$ cat config.mk
export PLATFORM = sky130hd
export DESIGN_NAME = ball_position_pid_mc
export DESIGN_NICKNAME = d
export VERILOG_FILES = /design/src/rtl/ball_ctrl_pkg.sv /design/src/rtl/pid_mac_stage.sv /design/src/rtl/ball_position_pid_mc.sv
export SDC_FILE = /design/constraint.sdc
export NUM_CORES = 2
export LEC_CHECK = 0
export ABC_AREA = 1
export CAP_MARGIN = 20
export CORE_MARGIN = 10
export CORE_UTILIZATION = 60
export DETAILED_ROUTE_END_ITERATION = 10
export PLACE_DENSITY = 0.78
export SLEW_MARGIN = 10
export SYNTH_ARGS = -nofsm -noshare
export SYNTH_HDL_FRONTEND = slang
export SYNTH_SLANG_ARGS = --single-unit
$ cat constraint.sdc
create_clock -name clock -period 8.85 [get_ports clock]
set_input_delay 2.655 -clock clock [delete_from_list [all_inputs] [get_ports clock]]
set_output_delay 2.655 -clock clock [all_outputs]
set_load 0.02 [all_outputs]
$ cat src/rtl/ball_ctrl_pkg.sv
// Shared definitions for the ball-and-plate PID position controller: FSM encoding,
// default command limits and the accumulator sizing rule.
package ball_ctrl_pkg;

    typedef enum logic [2:0] {
        StIdle,
        StCapture,
        StErr,
        StMac,
        StSum,
        StSat,
        StCommit
    } state_t;

    localparam int unsigned DEF_CENTER  = 2048;
    localparam int unsigned DEF_CMD_MIN = 0;
    localparam int unsigned DEF_CMD_MAX = 4095;

    // Widest product plus two guard bits for the three-term sum.
    function automatic int unsigned acc_width(input int unsigned width,
                                              input int unsigned gain_w,
                                              input int unsigned int_w);
        int unsigned pw;
        int unsigned iw;
        pw = gain_w + 1 + width + 2;
        iw = gain_w + 1 + int_w;
        return ((pw > iw) ? pw : iw) + 2;
    endfunction

endpackage

$ cat src/rtl/pid_mac_stage.sv
// Shared PID multiply stage: registers the three signed products, then forms the
// shifted sum u and the raw (unsaturated) command r combinationally.
module pid_mac_stage
    import ball_ctrl_pkg::*;
#(
    parameter int unsigned WIDTH  = 12,
    parameter int unsigned GAIN_W = 8,
    parameter int unsigned INT_W  = 16,
    parameter int unsigned SHIFT  = 4,
    parameter int unsigned CENTER = DEF_CENTER
) (
    input  logic                                            clock,
    input  logic                                            reset_n,
    input  logic                                            en,
    input  logic signed [WIDTH:0]                           e,
    input  logic signed [INT_W-1:0]                         i_new,
    input  logic signed [WIDTH+1:0]                         deriv,
    input  logic        [GAIN_W-1:0]                        kp,
    input  logic        [GAIN_W-1:0]                        ki,
    input  logic        [GAIN_W-1:0]                        kd,
    output logic signed [acc_width(WIDTH, GAIN_W, INT_W)-1:0] u,
    output logic signed [acc_width(WIDTH, GAIN_W, INT_W):0]   r
);

    localparam int unsigned ACC_W = acc_width(WIDTH, GAIN_W, INT_W);
    localparam int unsigned PW    = GAIN_W + WIDTH + 2;
    localparam int unsigned IW    = GAIN_W + INT_W + 1;
    localparam int unsigned DW    = GAIN_W + WIDTH + 3;
    localparam logic signed [ACC_W:0] CENTER_S = (ACC_W+1)'(CENTER);

    logic signed [PW-1:0]    p_q;
    logic signed [IW-1:0]    i_q;
    logic signed [DW-1:0]    d_q;
    logic signed [ACC_W-1:0] sum;

    always_ff @(posedge clock or negedge reset_n) begin
        if (!reset_n) begin
            p_q <= '0;
            i_q <= '0;
            d_q <= '0;
        end else if (en) begin
            // Gains are unsigned; a zero MSB makes them safe signed operands.
            p_q <= PW'($signed({1'b0, kp})) * PW'(e);
            i_q <= IW'($signed({1'b0, ki})) * IW'(i_new);
            d_q <= DW'($signed({1'b0, kd})) * DW'(deriv);
        end
    end

    always_comb begin
        sum = ACC_W'(p_q) + ACC_W'(i_q) + ACC_W'(d_q);
        u   = sum >>> SHIFT;
        r   = (ACC_W+1)'(u) + CENTER_S;
    end

endmodule

$ cat src/rtl/ball_position_pid_mc.sv
// Multi-axis PID position controller: one strobe captures all axes, a shared
// datapath walks them in turn, and all saturated commands update together.
module ball_position_pid_mc
    import ball_ctrl_pkg::*;
#(
    parameter int unsigned NUM_AXES = 2,
    parameter int unsigned WIDTH    = 12,
    parameter int unsigned GAIN_W   = 8,
    parameter int unsigned SHIFT    = 4,
    parameter int unsigned INT_W    = 16,
    parameter int unsigned INT_LIM  = 8192,
    parameter int unsigned CENTER   = DEF_CENTER,
    parameter int unsigned CMD_MIN  = DEF_CMD_MIN,
    parameter int unsigned CMD_MAX  = DEF_CMD_MAX
) (
    input  logic                      clock,
    input  logic                      reset_n,
    input  logic                      slow_clock,
    input  logic                      run,
    input  logic [GAIN_W-1:0]         kp,
    input  logic [GAIN_W-1:0]         ki,
    input  logic [GAIN_W-1:0]         kd,
    input  logic [NUM_AXES*WIDTH-1:0] desired_pos,
    input  logic [NUM_AXES*WIDTH-1:0] actual_pos,
    output logic [NUM_AXES*WIDTH-1:0] command,
    output logic                      o_val,
    output logic                      busy,
    output logic                      overrun
);

    localparam int unsigned ACC_W = acc_width(WIDTH, GAIN_W, INT_W);
    localparam int unsigned IDX_W = (NUM_AXES > 1) ? $clog2(NUM_AXES) : 1;
    localparam logic [IDX_W-1:0]      LAST     = IDX_W'(NUM_AXES - 1);
    localparam logic [WIDTH-1:0]      CENTER_W = WIDTH'(CENTER);
    localparam logic signed [INT_W:0] LIM_P    = (INT_W+1)'(INT_LIM);
    localparam logic signed [INT_W:0] LIM_N    = -LIM_P;
    localparam logic signed [ACC_W:0] CMAX_S   = (ACC_W+1)'(CMD_MAX);
    localparam logic signed [ACC_W:0] CMIN_S   = (ACC_W+1)'(CMD_MIN);
    localparam logic signed [ACC_W:0] CENTER_S = (ACC_W+1)'(CENTER);

    state_t                   state_q;
    logic [IDX_W-1:0]         idx_q;
    logic                     slow_q;
    logic                     strobe;
    logic [GAIN_W-1:0]        kp_q, ki_q, kd_q;
    logic [WIDTH-1:0]         des_q    [NUM_AXES];
    logic [WIDTH-1:0]         act_q    [NUM_AXES];
    logic signed [INT_W-1:0]  integ_q  [NUM_AXES];
    logic signed [WIDTH:0]    eprev_q  [NUM_AXES];
    logic [WIDTH-1:0]         shadow_q [NUM_AXES];
    logic [WIDTH-1:0]         cmd_q    [NUM_AXES];

    logic signed [WIDTH:0]    e_c, e_q;
    logic signed [WIDTH+1:0]  deriv_c, deriv_q;
    logic signed [INT_W:0]    isum;
    logic signed [INT_W-1:0]  inew_c, inew_q;
    logic signed [ACC_W-1:0]  u_sum;
    logic signed [ACC_W:0]    r_sum, r_q;
    logic                     hi, lo, hold_integ;
    logic [WIDTH-1:0]         cmd_c;

    assign strobe = slow_clock & ~slow_q;

    always_comb begin
        e_c     = $signed({1'b0, des_q[idx_q]}) - $signed({1'b0, act_q[idx_q]});
        deriv_c = (WIDTH+2)'(e_c) - (WIDTH+2)'(eprev_q[idx_q]);
        isum    = (INT_W+1)'(integ_q[idx_q]) + (INT_W+1)'(e_c);
        if (isum > LIM_P) begin
            inew_c = INT_W'(LIM_P);
        end else if (isum < LIM_N) begin
            inew_c = INT_W'(LIM_N);
        end else begin
            inew_c = INT_W'(isum);
        end
    end

    always_comb begin
        hi = r_q > CMAX_S;
        lo = r_q < CMIN_S;
        if (hi) begin
            cmd_c = WIDTH'(CMD_MAX);
        end else if (lo) begin
            cmd_c = WIDTH'(CMD_MIN);
        end else begin
            cmd_c = r_q[WIDTH-1:0];
        end
        // Freeze the integrator only when the error pushes further into the limit.
        hold_integ = (hi && !e_q[WIDTH] && (e_q != '0)) || (lo && e_q[WIDTH]);
    end

    pid_mac_stage #(
        .WIDTH  (WIDTH),
        .GAIN_W (GAIN_W),
        .INT_W  (INT_W),
        .SHIFT  (SHIFT),
        .CENTER (CENTER)
    ) u_mac (
        .clock   (clock),
        .reset_n (reset_n),
        .en      (state_q == StMac),
        .e       (e_q),
        .i_new   (inew_q),
        .deriv   (deriv_q),
        .kp      (kp_q),
        .ki      (ki_q),
        .kd      (kd_q),
        .u       (u_sum),
        .r       (r_sum)
    );

    always_comb begin
        if (state_q == StSum) begin
            assert (r_sum == (ACC_W+1)'(u_sum) + CENTER_S);
        end
    end

    always_ff @(posedge clock or negedge reset_n) begin
        if (!reset_n) begin
            state_q <= StIdle;
            idx_q   <= '0;
            slow_q  <= 1'b0;
            o_val   <= 1'b0;
            busy    <= 1'b0;
            overrun <= 1'b0;
            kp_q    <= '0;
            ki_q    <= '0;
            kd_q    <= '0;
            e_q     <= '0;
            deriv_q <= '0;
            inew_q  <= '0;
            r_q     <= '0;
            for (int a = 0; a < NUM_AXES; a++) begin
                des_q[a]    <= '0;
                act_q[a]    <= '0;
                integ_q[a]  <= '0;
                eprev_q[a]  <= '0;
                shadow_q[a] <= CENTER_W;
                cmd_q[a]    <= CENTER_W;
            end
        end else begin
            slow_q <= slow_clock;
            o_val  <= 1'b0;
            if (!run) begin
                state_q <= StIdle;
                idx_q   <= '0;
                busy    <= 1'b0;
                overrun <= 1'b0;
                for (int a = 0; a < NUM_AXES; a++) begin
                    integ_q[a] <= '0;
                    eprev_q[a] <= '0;
                    cmd_q[a]   <= CENTER_W;
                end
            end else begin
                if (strobe && busy) begin
                    overrun <= 1'b1;
                end
                case (state_q)
                    StIdle: begin
                        if (strobe) begin
                            kp_q  <= kp;
                            ki_q  <= ki;
                            kd_q  <= kd;
                            for (int a = 0; a < NUM_AXES; a++) begin
                                des_q[a] <= desired_pos[a*WIDTH +: WIDTH];
                                act_q[a] <= actual_pos[a*WIDTH +: WIDTH];
                            end
                            idx_q   <= '0;
                            busy    <= 1'b1;
                            state_q <= StCapture;
                        end
                    end
                    StCapture: state_q <= StErr;
                    StErr: begin
                        e_q     <= e_c;
                        deriv_q <= deriv_c;
                        inew_q  <= inew_c;
                        state_q <= StMac;
                    end
                    StMac: state_q <= StSum;
                    StSum: begin
                        r_q     <= r_sum;
                        state_q <= StSat;
                    end
                    StSat: begin
                        shadow_q[idx_q] <= cmd_c;
                        eprev_q[idx_q]  <= e_q;
                        if (!hold_integ) begin
                            integ_q[idx_q] <= inew_q;
                        end
                        if (idx_q == LAST) begin
                            // Last axis bypasses its shadow so all axes land together.
                            for (int a = 0; a < NUM_AXES; a++) begin
                                cmd_q[a] <= (IDX_W'(a) == idx_q) ? cmd_c : shadow_q[a];
                            end
                            o_val   <= 1'b1;
                            state_q <= StCommit;
                        end else begin
                            idx_q   <= idx_q + 1'b1;
                            state_q <= StErr;
                        end
                    end
                    StCommit: begin
                        busy    <= 1'b0;
                        state_q <= StIdle;
                    end
                    default: state_q <= StIdle;
                endcase
            end
        end
    end

    always_comb begin
        command = '0;
        for (int a = 0; a < NUM_AXES; a++) begin
            command[a*WIDTH +: WIDTH] = cmd_q[a];
        end
    end

endmodule

======== Word-level counts from Yosys, hierarchy flattened ========
Index checks and enable logic that the tools add are counted.
Widths: inputs -> output; s select.
cells by class
  $add $sub $neg .......................... 7
  $mul .................................... 3
  div/mod/pow operators ................... 0
  order comparisons ....................... 6
  equality and inequality tests ........... 13
  shift operators ......................... 0
  muxes and demuxes ....................... 49
  bitwise logic cells ..................... 3
  reduce and logical (&&, ||, !) cells .... 17
operators by type and width
  cell                    count
  $mux 12                 9
  $mux 16                 6
  $mux 32                 3
  $mux 24                 3
  $mux 13                 4
  $mux 26                 2
  $bwmux 32               1
  $gt 28x13->1 const B    1
  $lt 28x1->1 const B     1
  $add 26x23->27          1
  $add 22x25->26          1
  $bwmux 26               1
  $mul 9x16->25           1
  $add 23x13->24 const B  1
  $bwmux 24               1
  $mul 9x14->23           1
  $mul 9x13->22           1
  $pmux 3 s6              1
  $add 16x13->17          1
  $gt 17x15->1 const B    1
  $lt 17x14->1 const B    1
  $demux 16 s1            1
  $reduce_and 2->1        7
  $sub 13x13->14          1
  other kinds (25)        47
storage, ports and cells
  register bits after elaboration ......... 327
  latch bits .............................. 0
  RAM bits ................................ 0
  ROM bits ................................ 0
  input bits .............................. 76
  output and inout port bits .............. 27
  word-level logic and storage cells ...... 126
  memories kept ........................... 0

======== Depth between registers and ports, before layout ========
  depth after elaboration ................. 9
  gate-level depth with buffers ........... 34
  mapped depth without buffers ............ 29

======== By module ========
A second synthesis with hierarchy kept.
second synthesis, totals
  cell total of the unflattened synthesis .. 3954
  area, all modules ....................... 30854.6 µm²
by module, submodules not included
  module                instances  cells an instance  area each (µm²)  sequential area each (µm²)
  pid_mac_stage         1          2577               18552.8          1751.7
  ball_position_pid_mc  1          1377               12301.8          6134.6

======== Least setup slack after synthesis ========
Ideal clock, no wire load.
  kind .................................... reg2reg
  start ................................... register ki_q[2]
  end ..................................... register u_mac.i_q[22]
  library setup time ...................... 129 ps
  data arrival time ....................... 4840 ps
  required time ........................... 8721 ps
  path slack .............................. 3881 ps
  stages on the path, launching flop included .. 22
  path buffers ............................ 2
  clock period less this slack ............ 4969 ps
  cells stage by stage .................... dfrtp_1 clkbuf_1 clkbuf_1 nand2_1 fa_1 inv_1 fa_1 inv_1 fa_1 fa_1 inv_1 ha_1 nand2_1 o21ai_1 a21boi_0 o21ai_1 a21oi_1 o21bai_1 a31oi_1 o21ai_1 xor2_1 o21ai_1
between the ends
  cells in the longest elaborated chain, start to end .. 1
RTL lines
  item                    line                         source
  from (decl)             ball_position_pid_mc.sv:45   logic [GAIN_W-1:0] kp_q, ki_q, kd_q;
  from (signal assigned)  ball_position_pid_mc.sv:161  ki_q <= ki;
  $mul 9x16->25           pid_mac_stage.sv:44          i_q <= IW'($signed({1'b0, ki})) * IW'(i_new);
  to (signal assigned)    pid_mac_stage.sv:44
  to (decl)               pid_mac_stage.sv:32          logic signed [IW-1:0] i_q;
No other way between the ends.
A chain may end at the register's enable or synchronous reset.

======== Final worst setup path ========
  start ................................... input run
  end ..................................... register deriv_q[4]
between the ends
  cells in the longest elaborated chain, start to end .. 1
RTL lines
  item                        line                         source
  from (decl)                 ball_position_pid_mc.sv:19   input logic run,
  $reduce_and 2->1 (no line)  n/a
  to (signal assigned)        ball_position_pid_mc.sv:175  deriv_q <= deriv_c;
  to (decl)                   ball_position_pid_mc.sv:54   logic signed [WIDTH+1:0] deriv_c, deriv_q;
No other way between the ends.

==> impl_results.md <==
* H-tree levels at 2
* Die ar. at 0.0585 mm2
* Critical path class: input port to flop
* Worst EP required at 9.31 ns
* Core area at 0.0488 mm2
* Cell Rows at 81
* Worst Setup Start Kind: input port
* Vias per cell at 5.33
* Routed WL per cell at 15.8 um
* I/O Buffers at 102
* Critical Path Fanout Max at 49
* Worst path arrival time at 5.92 ns
* Antenna Violating Nets Remaining at 0
* Initial Util at 60.5%
* CTS buffer count at 37
* RSZ-0062 raised after global routing: no
* Initial drt markers at 1481
* Final Cycle Share at 61.8%
* Main synth FF type: dfrtp_1
* First-pass detailed-route iteration total at 8
* Area grow syn2layout at 9.28%
* Initial antenna violation count at 0
* Final Hold Viols at 0
* Number of flops mapped to enable cells by yosys at 0
* Synth Net Count at 4233
* Clk_skew at 0.0368 ns
* Maximum clock path buffer count at 3
* Commonest non-fill, non-tap cell in the layout: nand2_1
* Top Ports at 103
* Worst slew margin at 26.5%
* Clock slew at reported path FFs at 0.05 ns
* Crit path time final at 5.47 ns
* DIE HEIGHT at 242 um
* GRT Util Overall at 23.9%
* Routed WL at 68.8 mm
* Setup TNS at 0 ns
* Seq/Total Area, Yosys at 26.3%
* Type of the worst min-delay path: flop to flop
* Fill count at 4041
* F_max at 183 MHz
* Final Setup Violations at 0
* DP HPWL at 53.8 mm
* GP Congestion at 0.913
* CTS tree: yes
* Cts hold-fix bufs at 0
* # DRC at 0
* Post-synthesis register bit count at 311
* First-pass GRT wire length at 117 mm
* # Max-Cap Violations at 0
* Number of global-route vias before repair at 24000
* Syn Area/Cell at 8.09 um2
* Finished Core Util at 66.1%
* Worst-Margin Slew at 1.09 ns
* Ys async rst share at 100%
* CP Capture Type: flop
* Share of layout cells above drive strength 1 at 6.44%
* CTS Sinks at 311
* Largest net degree at the start of global routing at 150
* Synthesized cell area at 0.0296 mm2
* PostCTS Resize Cnt at 0
* Status: completed
* Horiz. Die Dim at 242 um
* CTS root buf: clkbuf_16
* Total gr overflow at 0
* Synth unique cells at 59
* Yosys warnings at 0
* Postcts setup bufs at 0
* # diodes at 0
* Nets at 4248
* Most frequent cells in the layout: 906 x nand2_1, 818 x inv_1, 307 x dfrtp_1, 303 x fa_1, 199 x ha_1
* Max Transition Viols Final at 0
* Clock Latency Late Sink at 0.58 ns
* Routed vias at 23200
* Syn Inst Count at 3655
[kinds of logic (layout without fill, tap and decap cells)]
kind of cell | count (synthesis) | count (layout) | share of synthesized area [%]
AO/OA/AOI/OAI | 456 | 456 | 8.62
XOR/XNOR | 88 | 88 | 2.63
AND/OR/NAND/NOR | 1251 | 1251 | 18.0
adder cells (fa/ha/maj) | 502 | 502 | 28.9
buffers and inverters | 964 | 1007 | 12.4
multiplexers | 83 | 83 | 3.11
flip-flops | 311 | 311 | 26.3
[final timing paths]
| path | start | end | slack (ns) | cells after the start |
|---|---|---|---|---|
| hold reg to reg | r_q[0]$_DFFE_PN0P_ | r_q[0]$_DFFE_PN0P_ | 0.48 | 2 |
| max in group asynchronous | reset_n | kd_q[3]$_DFFE_PN0P_ | 5.42 | 2 |
| setup reg to reg | kp_q[2]$_DFFE_PN0P_ | u_mac.p_q[18]$_DFFE_PN0N_ | 3.42 | 22 |
| hold / removal | r_q[0]$_DFFE_PN0P_ | r_q[0]$_DFFE_PN0P_ | 0.48 | 2 |
| min in group asynchronous | reset_n | command[10]$_DFFE_PN0P_ | 2.17 | 1 |
| setup / recovery | run | deriv_q[4]$_DFFE_PN0P_ | 3.38 | 6 |
[routing by layer]
| metal | vias to the layer above | global-route usage [%] | wire [um] | part of all wire [%] |
|---|---|---|---|---|
| li1 | 11200 | - | - | - |
| met5 | - | 0 | 0 | 0 |
| met3 | 135 | 3.68 | 4160 | 6.0 |
| met1 | 11200 | 30.8 | 29600 | 43 |
| met2 | 661 | 40.6 | 32800 | 48 |
| met4 | 0 | 8.43 | 2250 | 3.3 |
[critical path, stage by stage]
cell and delay, ns:
clkdlybuf4s50_1 0.79, clkinv_1 0.45, nor2_4 0.20, buf_4 0.43, clkinv_1 0.88, o31ai_1 0.49
[metrics by stage]
stage	hold slack, ns	cells	setup slack [ns]	cell area (um2)
after detailed placement	0.466	4295	2.96	31000
after CTS	0.480	4362	3.46	32300
final	0.479	4362	3.38	32300
after floorplan	0.447	3655	3.88	29600
after global routing	0.503	4362	3.01	32300
after global placement	0.461	4295	3.05	31000
[cell type report]
cell class              instances  area, um2  share of cell area [%]
clock buffers                  54       1100                    3.41
inverters                     825       3100                    9.59
well taps                     664        831                    2.57
flip-flops and latches        311       7790                    24.1
repair buffers                115       1140                    3.52
multi-input cells            2380      18100                    56.2
clock inverters                13        206                   0.639
[cell usage after synthesis (3+ instances only)]
library cell / number / area [um2]
nand4_1: 24 / 150
or2_2: 12 / 75.1
o31ai_1: 7 / 52.6
nand4_2: 4 / 50.1
dfstp_2: 3 / 78.8
nor2_1: 107 / 402
o211ai_1: 3 / 22.5
nand3_2: 22 / 220
a21oi_1: 125 / 626
o22ai_1: 57 / 357
nor3b_1: 3 / 22.5
clkbuf_1: 127 / 477
a22o_1: 12 / 105
nand2_4: 5 / 56.3
a31oi_1: 17 / 106
o21ai_0: 189 / 946
buf_6: 3 / 33.8
fa_1: 303 / 6070
nand3_1: 100 / 500
a21oi_2: 3 / 26.3
xor2_1: 41 / 359
nor2_2: 4 / 25.0
o21bai_1: 6 / 45.0
a211oi_1: 4 / 30.0
o21ai_1: 10 / 50.1
nor3_1: 18 / 90.1
nand2_2: 22 / 138
inv_2: 4 / 15.0
inv_1: 818 / 3070
a21boi_0: 5 / 37.5
buf_1: 5 / 18.8
nand3b_1: 3 / 22.5
a21o_1: 8 / 60.1
clkinv_1: 3 / 11.3
o21a_1: 3 / 22.5
dfrtp_1: 308 / 7710
xnor2_1: 46 / 403
mux2i_1: 12 / 120
nand2_1: 907 / 3400
nor4_1: 8 / 50.1
ha_1: 199 / 2490
mux2_2: 71 / 800
[flip-flops by register name (all words and copies together), names as in the netlist]
name,cells
integ_q,32
eprev_q,26
u_mac.i_q,25
act_q,24
command,24
des_q,24
r_q,24
u_mac.d_q,23
u_mac.p_q,22
inew_q,16
deriv_q,14
e_q,13
shadow_q,12
kd_q,8
ki_q,8
kp_q,8
state_q,3
busy,1
idx_q,1
o_val,1
overrun,1
slow_q,1
Power is left out: the tool's default activity adds up to more than one toggle a clock period on the data nets, which glitch-free logic cannot reach.
